`src/rtl/alu_seq_if.sv`:
```
// rtl/alu_seq_if.sv - request/response bundle between decode, alu_seq and writeback
interface alu_seq_if #(
  parameter int WIDTH = 32
);
  logic             in_valid;
  logic             in_ready;
  logic [2:0]       op;
  logic [WIDTH-1:0] a;
  logic [WIDTH-1:0] b;
  logic             out_valid;
  logic             out_ready;
  logic [WIDTH-1:0] result_lo;
  logic [WIDTH-1:0] result_hi;
  logic             zero;
  logic             overflow;
  logic             carry;
  logic             illegal;

  modport master (
    output in_valid, op, a, b, out_ready,
    input  in_ready, out_valid, result_lo, result_hi, zero, overflow, carry, illegal
  );

  modport slave (
    input  in_valid, op, a, b, out_ready,
    output in_ready, out_valid, result_lo, result_hi, zero, overflow, carry, illegal
  );
endinterface

```
`src/rtl/alu_seq.sv`:
```
// rtl/alu_seq.sv - handshaked ALU with single-cycle ops and iterative shift-add multiply
module alu_seq #(
  parameter int WIDTH = 32
) (
  input  logic       clk,
  input  logic       reset,
  alu_seq_if.slave   bus
);
  localparam int CW = $clog2(WIDTH) + 1;

  localparam logic [2:0] OP_ADD  = 3'b000;
  localparam logic [2:0] OP_SUB  = 3'b001;
  localparam logic [2:0] OP_XOR  = 3'b010;
  localparam logic [2:0] OP_SLT  = 3'b011;
  localparam logic [2:0] OP_MUL  = 3'b100;
  localparam logic [2:0] OP_SLTU = 3'b101;

  typedef enum logic [1:0] {IDLE, MUL_BUSY, DONE} state_t;

  state_t state, state_next;

  logic               ready;
  logic               accept;
  logic               is_mul;

  logic [WIDTH:0]     sum;
  logic [WIDTH:0]     diff;
  logic               add_ovf;
  logic               sub_ovf;
  logic [WIDTH-1:0]   alu_lo;
  logic               alu_ovf;
  logic               alu_carry;
  logic               alu_ill;
  logic               alu_zero;

  // Multiplicand shifts left and multiplier shifts right each iteration, so
  // mplier[0] is always bit[counter] and mcand is always a<<counter.
  logic [2*WIDTH-1:0] mcand;
  logic [WIDTH-1:0]   mplier;
  logic [2*WIDTH-1:0] acc;
  logic [2*WIDTH-1:0] acc_step;
  logic [CW-1:0]      cnt;
  logic               mul_last;

  logic [WIDTH-1:0]   res_lo;
  logic [WIDTH-1:0]   res_hi;
  logic               res_zero;
  logic               res_ovf;
  logic               res_carry;
  logic               res_ill;

  assign is_mul = (bus.op == OP_MUL);

  // Single-cycle operations computed straight from the presented operands.
  // SLT uses sign(a-b) xor overflow so it stays correct when a-b overflows;
  // SLTU is the borrow out of a+~b+1.
  always_comb begin
    sum       = {1'b0, bus.a} + {1'b0, bus.b};
    diff      = {1'b0, bus.a} + {1'b0, ~bus.b} + {{WIDTH{1'b0}}, 1'b1};
    add_ovf   = (bus.a[WIDTH-1] == bus.b[WIDTH-1]) && (sum[WIDTH-1] != bus.a[WIDTH-1]);
    sub_ovf   = (bus.a[WIDTH-1] != bus.b[WIDTH-1]) && (diff[WIDTH-1] != bus.a[WIDTH-1]);
    alu_lo    = '0;
    alu_ovf   = 1'b0;
    alu_carry = 1'b0;
    alu_ill   = 1'b0;
    case (bus.op)
      OP_ADD: begin
        alu_lo    = sum[WIDTH-1:0];
        alu_ovf   = add_ovf;
        alu_carry = sum[WIDTH];
      end
      OP_SUB: begin
        alu_lo    = diff[WIDTH-1:0];
        alu_ovf   = sub_ovf;
        alu_carry = diff[WIDTH];
      end
      OP_XOR:  alu_lo = bus.a ^ bus.b;
      OP_SLT:  alu_lo = {{(WIDTH-1){1'b0}}, diff[WIDTH-1] ^ sub_ovf};
      OP_SLTU: alu_lo = {{(WIDTH-1){1'b0}}, ~diff[WIDTH]};
      OP_MUL:  alu_lo = '0;
      default: alu_ill = 1'b1;
    endcase
    alu_zero = !alu_ill && (alu_lo == '0);
  end

  // One shift-add iteration of the multiplier.
  always_comb begin
    acc_step = mplier[0] ? (acc + mcand) : acc;
    mul_last = (cnt == CW'(WIDTH - 1));
  end

  // Handshake and next-state logic.
  always_comb begin
    ready      = (state == IDLE) || ((state == DONE) && bus.out_ready);
    accept     = bus.in_valid && ready;
    state_next = state;
    case (state)
      IDLE, DONE: begin
        if (accept) begin
          state_next = is_mul ? MUL_BUSY : DONE;
        end else if ((state == DONE) && bus.out_ready) begin
          state_next = IDLE;
        end
      end
      MUL_BUSY: begin
        if (mul_last) begin
          state_next = DONE;
        end
      end
      default: state_next = IDLE;
    endcase
  end

  // State register.
  always_ff @(posedge clk) begin
    if (reset) begin
      state <= IDLE;
    end else begin
      state <= state_next;
    end
  end

  // Operand capture, multiply iterations and registered results.
  always_ff @(posedge clk) begin
    if (reset) begin
      mcand     <= '0;
      mplier    <= '0;
      acc       <= '0;
      cnt       <= '0;
      res_lo    <= '0;
      res_hi    <= '0;
      res_zero  <= 1'b0;
      res_ovf   <= 1'b0;
      res_carry <= 1'b0;
      res_ill   <= 1'b0;
    end else if (accept) begin
      if (is_mul) begin
        mcand  <= {{WIDTH{1'b0}}, bus.a};
        mplier <= bus.b;
        acc    <= '0;
        cnt    <= '0;
      end else begin
        res_lo    <= alu_lo;
        res_hi    <= '0;
        res_zero  <= alu_zero;
        res_ovf   <= alu_ovf;
        res_carry <= alu_carry;
        res_ill   <= alu_ill;
      end
    end else if (state == MUL_BUSY) begin
      acc    <= acc_step;
      mcand  <= mcand << 1;
      mplier <= mplier >> 1;
      cnt    <= cnt + CW'(1);
      if (mul_last) begin
        res_lo    <= acc_step[WIDTH-1:0];
        res_hi    <= acc_step[2*WIDTH-1:WIDTH];
        res_zero  <= (acc_step[WIDTH-1:0] == '0);
        res_ovf   <= |acc_step[2*WIDTH-1:WIDTH];
        res_carry <= 1'b0;
        res_ill   <= 1'b0;
      end
    end
  end

  assign bus.in_ready  = ready;
  assign bus.out_valid = (state == DONE);
  assign bus.result_lo = res_lo;
  assign bus.result_hi = res_hi;
  assign bus.zero      = res_zero;
  assign bus.overflow  = res_ovf;
  assign bus.carry     = res_carry;
  assign bus.illegal   = res_ill;
endmodule

```
`src/flat_wrapper.sv`:
```
// flat-port wrapper written by rule: the top's interface ports become plain ports
module alu_seq_flat 
#(
  parameter int WIDTH = 32
)
  (clk, reset, bus_in_valid, bus_op, bus_a, bus_b, bus_out_ready, bus_in_ready, bus_out_valid, bus_result_lo, bus_result_hi, bus_zero, bus_overflow, bus_carry, bus_illegal);
  alu_seq_if #(.WIDTH(WIDTH)) bus_i ();
  input  logic clk;
  input  logic reset;
  input wire logic [$bits(bus_i.in_valid)-1:0] bus_in_valid;
  input wire logic [$bits(bus_i.op)-1:0] bus_op;
  input wire logic [$bits(bus_i.a)-1:0] bus_a;
  input wire logic [$bits(bus_i.b)-1:0] bus_b;
  input wire logic [$bits(bus_i.out_ready)-1:0] bus_out_ready;
  output wire logic [$bits(bus_i.in_ready)-1:0] bus_in_ready;
  output wire logic [$bits(bus_i.out_valid)-1:0] bus_out_valid;
  output wire logic [$bits(bus_i.result_lo)-1:0] bus_result_lo;
  output wire logic [$bits(bus_i.result_hi)-1:0] bus_result_hi;
  output wire logic [$bits(bus_i.zero)-1:0] bus_zero;
  output wire logic [$bits(bus_i.overflow)-1:0] bus_overflow;
  output wire logic [$bits(bus_i.carry)-1:0] bus_carry;
  output wire logic [$bits(bus_i.illegal)-1:0] bus_illegal;
  assign bus_i.in_valid = bus_in_valid;
  assign bus_i.op = bus_op;
  assign bus_i.a = bus_a;
  assign bus_i.b = bus_b;
  assign bus_i.out_ready = bus_out_ready;
  assign bus_in_ready = bus_i.in_ready;
  assign bus_out_valid = bus_i.out_valid;
  assign bus_result_lo = bus_i.result_lo;
  assign bus_result_hi = bus_i.result_hi;
  assign bus_zero = bus_i.zero;
  assign bus_overflow = bus_i.overflow;
  assign bus_carry = bus_i.carry;
  assign bus_illegal = bus_i.illegal;
  alu_seq #(.WIDTH(WIDTH)) u_core (.clk(clk), .reset(reset), .bus(bus_i));
endmodule
```
`config.mk`:
```
export PLATFORM = sky130hd
export DESIGN_NAME = alu_seq_flat
export DESIGN_NICKNAME = d
export VERILOG_FILES = /design/src/rtl/alu_seq_if.sv /design/src/rtl/alu_seq.sv /design/src/flat_wrapper.sv
export SDC_FILE = /design/constraint.sdc
export NUM_CORES = 1
export LEC_CHECK = 0
export CAP_MARGIN = 5
export CORE_MARGIN = 1
export CORE_UTILIZATION = 55
export DETAILED_ROUTE_END_ITERATION = 10
export PLACE_DENSITY = 0.8
export SLEW_MARGIN = 20
export SYNTH_ARGS = -nofsm -noshare
export SYNTH_HDL_FRONTEND = slang
export SYNTH_SLANG_ARGS = --single-unit
export TNS_END_PERCENT = 5
```
`constraint.sdc`:
```
create_clock -name clk -period 4.1 [get_ports clk]
set_input_delay 0.41 -clock clk [delete_from_list [all_inputs] [get_ports clk]]
set_output_delay 0.41 -clock clk [all_outputs]
set_load 0.01 [all_outputs]
```
* After elaboration in Yosys (flattened, before gate mapping)
Index checks and enable logic that the tools add are counted.
** Word-level totals
- Output and inout port bits :: 70
- Word-level logic and storage cells :: 98
- Register bits after elaboration :: 236
- Input bits :: 71
** Cells by class
- Reductions and logical operators :: 18
- Equality and inequality tests :: 16
- Muxes and demuxes :: 44
- Add/sub/neg operators :: 5
- Bitwise logic cells :: 4
** Operators by type and width (count)
- $mux W64 :: 7
- $mux W32 :: 11
- $pmux W32 S5 :: 1
- $add A32 B32 Y33 :: 2
- $add A64 B64 Y64 :: 1
- $logic_not A32 Y1 :: 2
- $add A33 B1 Y33 const B :: 1
- $not A32 Y32 :: 1
- $reduce_or A32 Y1 :: 1
- $xor A32 B32 Y32 :: 1
- $mux W6 :: 3
- $mux W1 :: 15
- $mux W2 :: 4
- $add A6 B1 Y6 const B :: 1
- $eq A3 B2 Y1 const B :: 2
- $eq A3 B3 Y1 const B :: 2
- $eq A6 B5 Y1 const B :: 1
- $reduce_or A6 Y1 :: 1
- $logic_and A1 B1 Y1 :: 5
- $ne A2 B2 Y1 const B :: 2
- $pmux W1 S2 :: 2
- $pmux W2 S2 :: 1
- $reduce_and A2 Y1 :: 2
- $reduce_bool A2 Y1 :: 2
- other kinds (14) :: 16

* Longest topological paths before layout
- Depth in word-level cells :: 11
- Mapped depth :: 22
- Mapped depth without buffers :: 21

* Worst setup path after synthesis
No wires, ideal clock.
- Path type :: input-to-reg
- From :: input port bus_b[1]
- To :: register u_core.res_zero, in the netlist u_core.bus.zero
- Stages on the path :: 21
- Path buffers :: 0
- Arrival time :: 4129 ps
- Setup time :: 84 ps
- Setup slack :: -114 ps
- Cells stage by stage :: inv_1 -> ha_1 -> nor2b_1 -> o31ai_1 -> a21oi_1 -> o31ai_1 -> o211ai_1 -> a31oi_1 -> o21ai_0 -> and2_1 -> o21ai_0 -> nand2b_1 -> a21oi_1 -> o21bai_1 -> fa_1 -> nand2_1 -> o22ai_1 -> o21bai_1 -> nand2b_1 -> or4_1 -> o31ai_2
** On the way
- Word-level cells in the longest chain between the ends :: 11
- Elaborated cells on any way between the ends :: 14
- Those cells by class :: add/sub (3); eq/ne (1); mux (3); bitwise (4); reduce/logical (3)
** RTL lines
- start: declaration :: line flat_wrapper.sv:13 : input wire logic [$bits(bus_i.b)-1:0] bus_b;
- $not A32 Y32 :: line alu_seq.sv:59 : diff = {1'b0, bus.a} + {1'b0, ~bus.b} + {{WIDTH{1'b0}}, 1'b1};
- $add A32 B32 Y33 :: line alu_seq.sv:59
- $add A33 B1 Y33 :: line alu_seq.sv:59
- $ne A1 B1 Y1 :: line alu_seq.sv:61 : sub_ovf = (bus.a[WIDTH-1] != bus.b[WIDTH-1]) && (diff[WIDTH-1] != bus.a[WIDTH-1]);
- $logic_and A1 B1 Y1 :: line alu_seq.sv:61
- $xor A1 B1 Y1 :: line alu_seq.sv:78 : OP_SLT: alu_lo = {{(WIDTH-1){1'b0}}, diff[WIDTH-1] ^ sub_ovf};
- $pmux W32 S5 (*) :: line alu_seq.sv:66 : case (bus.op)
- $logic_not A32 Y1 (*) :: line alu_seq.sv:83 : alu_zero = !alu_ill && (alu_lo == '0);
- $logic_and A1 B1 Y1 (*) :: line alu_seq.sv:83
- $mux W1 (*) :: line alu_seq.sv:137 : if (is_mul) begin
- $mux W1 (*) :: line alu_seq.sv:136 : end else if (accept) begin
- end signal: assignment :: line alu_seq.sv:145 : res_zero <= alu_zero;
- end signal: assignment :: line alu_seq.sv:158 : res_zero <= (acc_step[WIDTH-1:0] == '0);
- end: declaration :: line alu_seq.sv:47 : logic res_zero;
Every way passes the cells marked *; elsewhere a longest branch is shown, timed or not. The select of a mux whose other input is x is not followed.
A chain may end at the register's enable or synchronous reset.

* Worst setup path after layout
- From :: input port bus_b[6]
- To :: register u_core.res_zero, in the netlist u_core.bus.zero
The elaborated chain is that of the path after synthesis.

==> metrics.cfg <==
[synth]
post-synth-top-area-cell=dfxtp_1
yosysWarnings=0
ys_top_cells_by_area=dfxtp_1 (25%), ha_1 (8.6%), nor2_1 (7.5%)
synth-simple-area-share_pct=24.6
synth_cell_types=90
synth.net_count=2827
dominantRegCellSynth=dfxtp_1
yosysSeqAreaShare_pct=25.2
synth_commonest_cells=nor2_1 (375), nand2_1 (318), a21oi_1 (260)
synth_edf_count=0
syn_area_um2=18700
synth_fa_ha_area_share_pct=9.04
synth_top_area_share_pct=25.2
ys_seq_elements=236
synth_mux_area_share_pct=3.02
synthCells=2623
synth-async-reset-ratio_pct=0
synth_area_per_cell_um2=7.14
yosys.cell_count.top_type=nor2_1
synth-compound-area-share_pct=28.7
synth_top_family_by_area=compound AO/OA/AOI/OAI gates
synth-xor-area-share_pct=3.60

[route]
wl_met2_um=32600
m1WireLength_um=28700
drc_errors=0
first_iter_violations=1815
first_pass_iters=5
via_count=21320
viasPerCell=6.32
wirelength_um=70100
wl_met3_um=5230
top_layer_used=met5
wl_per_cell_um=20.8
ant_nets=0

[job]
cap_violations=0

[timing]
timing.fmax_ghz=0.253
fin_ws_ns=0.142
fin_crit_sh_pct=96.5
slew_violations=0
post-route-min-period_ns=3.96
whs_ns=0.235
fin_worst_skew_ns=0.0165
hold_violations=0
max-slew-margin-rel_pct=33.5
tightest_slew_ns=0.997
setup_viol=0
rsz0062_at_grt=yes

[final_layout]
drive_gt1_share_pct=15.6
finish.net_count=3110
area_delta_synth_final_pct=25.8
fillers=2833
fin_util_pct=70.3
n_antenna_cell=0

[worst_setup_path]
required_ns=4.60
crit_type=input port to register
cp_slowest_stage_delay_ns=0.54
cp_top_family=simple AND/OR/NAND/NOR gates
cp-end-kind=register
crit_arrival_ns=4.46
path_buf_inv=5
cp-start-kind=input port
slowest_stage=or4b_1
path_common_cell=buf_4
worstPathCellList=clkdlybuf4s50_1, inv_1, ha_1, buf_4, or3_1, nor2_2, buf_4, a21boi_1, o211ai_1, or4b_1, a21oi_1, xor2_1, o21ai_0, nor4_1, buf_4, nand4b_1, o31ai_2
crit_fanout=9

[clock_network]
cts_made_buffers=27
clock-root-buffer=clkbuf_16
clk_pin_slew_worst_paths_ns=0.06
clockBufferDepth=3
clock_sink_count=236
cts_tree=done
h-tree-depth=1
cts_hold_buf=0
clkLatencyLatePin_ns=0.59

[die]
die_area_um2=34800
die_w_um=187
ioPinCount=141
dieHeight_um=187
core_area_um2=33500
rows=67
initial_utilization_pct=55.9

[placement]
io_buffers=140
place_ws_ns=-0.931
place_congestion=0.965
dp_hpwl_um=52500

[global_route]
antenna_found_initial=2
grt_pass1_vias=20434
track_usage_pct=38.7
grt.overflow.total=0
grt_max_degree=109
grt_pass1_wl_um=110000

[hold_path]
hp-class=input port to register

[outcome]
outcome=completed

[pwr]
power.density_nw_per_um2=292
leakagePower_uw=0.00955
vdd_ir_drop_max_mv=0.353

## placed cells by master, fill, tap and decap left out, types with 21 or more instances in the layout
cell / count
nand4_1: 31
o21ai_0: 105
nor3_1: 61
o211ai_1: 23
a311oi_1: 66
clkbuf_16: 27
dfxtp_1: 235
a211oi_1: 39
nor2_1: 375
a22oi_1: 26
nand3_1: 91
ha_1: 126
nand2_1: 316
mux2i_1: 42
a21oi_1: 257
o21bai_1: 31
xnor2_1: 49
xor2_1: 28
a31oi_1: 60
nor4_1: 21
a21o_1: 50
clkdlybuf4s50_1: 135
inv_1: 81
buf_4: 305
## metrics by stage
step	std cells	cell area (µm²)	setup TNS (ns)	power (µW)
final	3375	23600	0	6890
after global routing	3375	23600	-0.0346	7110
after CTS	3372	23400	-0.0191	6830
after detailed placement	3313	22300	-4.12	4110
after global placement	3313	22300	-3.52	4090
after floorplan	2623	18700	0	3360
## sequential cells by signal (all words and copies together), names as in the netlist, 2 cells and up
signal                flops
u_core.mplier            32
u_core.bus.result_lo     32
u_core.acc               64
u_core.bus.result_hi     32
u_core.cnt                6
u_core.state              2
u_core.mcand             64
## worst register-to-register path: cells and delay by family, from the launching register on
family                   cells  cell delay (ns)
AO/OA/AOI/OAI                7             1.47
AND/OR/NAND/NOR              4             1.08
adder cells (fa/ha/maj)      2             0.63
buffers and inverters        2             0.34
flip-flops                   1             0.32
## cells by family (layout without fill, tap and decap cells)
| family | after synthesis | after routing |
|---|---|---|
| buffers and inverters | 282 | 586 |
| adder cells (fa/ha/maj) | 133 | 133 |
| AND/OR/NAND/NOR | 1029 | 1029 |
| flip-flops | 236 | 236 |
| XOR/XNOR | 77 | 77 |
| multiplexers | 55 | 55 |
| AO/OA/AOI/OAI | 811 | 811 |
## repair_timing
item,4_1_cts,5_1_grt
endpoints found under the setup margin,3,8
gates resized for setup,10,36
endpoints found under the hold margin,0,0
setup buffers,9,3
pin swaps,11,21
## layer usage
metal,vias to the layer above,global-route usage [%]
met2,973,64.1
met5,-,0
met3,216,5.60
met1,10083,48.8
met4,2,20.4
li1,10046,-
## power breakdown
part	internal (µW)	switching, µW	leakage, µW
combinational	745	987	0.00715
sequential	2360	69.2	0.00191
clock	1660	1070	0.000491
total	4760	2130	0.00955
## final timing paths
check | from | to | slack (ns) | depth (start not counted)
worst max-delay path | bus_b[6] | u_core.bus.zero | 0.14 | 17
worst min-delay path | reset | u_core.bus.result_hi[27] | 0.23 | 2
worst max register to register | u_core.acc[0] | u_core.bus.overflow | 0.15 | 15
worst min register to register | u_core.mcand[62] | u_core.mcand[63] | 0.47 | 2
## cell type report
type / instances / area, µm² / share of cell area [%]
timing repair buffer: 449 / 3770 / 16.0
sequential: 236 / 4730 / 20.1
tap: 448 / 561 / 2.38
clock inverter: 13 / 215 / 0.913
multi-input combinational: 2105 / 13200 / 55.9
inverter: 87 / 327 / 1.39
clock buffer: 37 / 783 / 3.32
No activity file was read; power rests on OpenSTA's default activity.
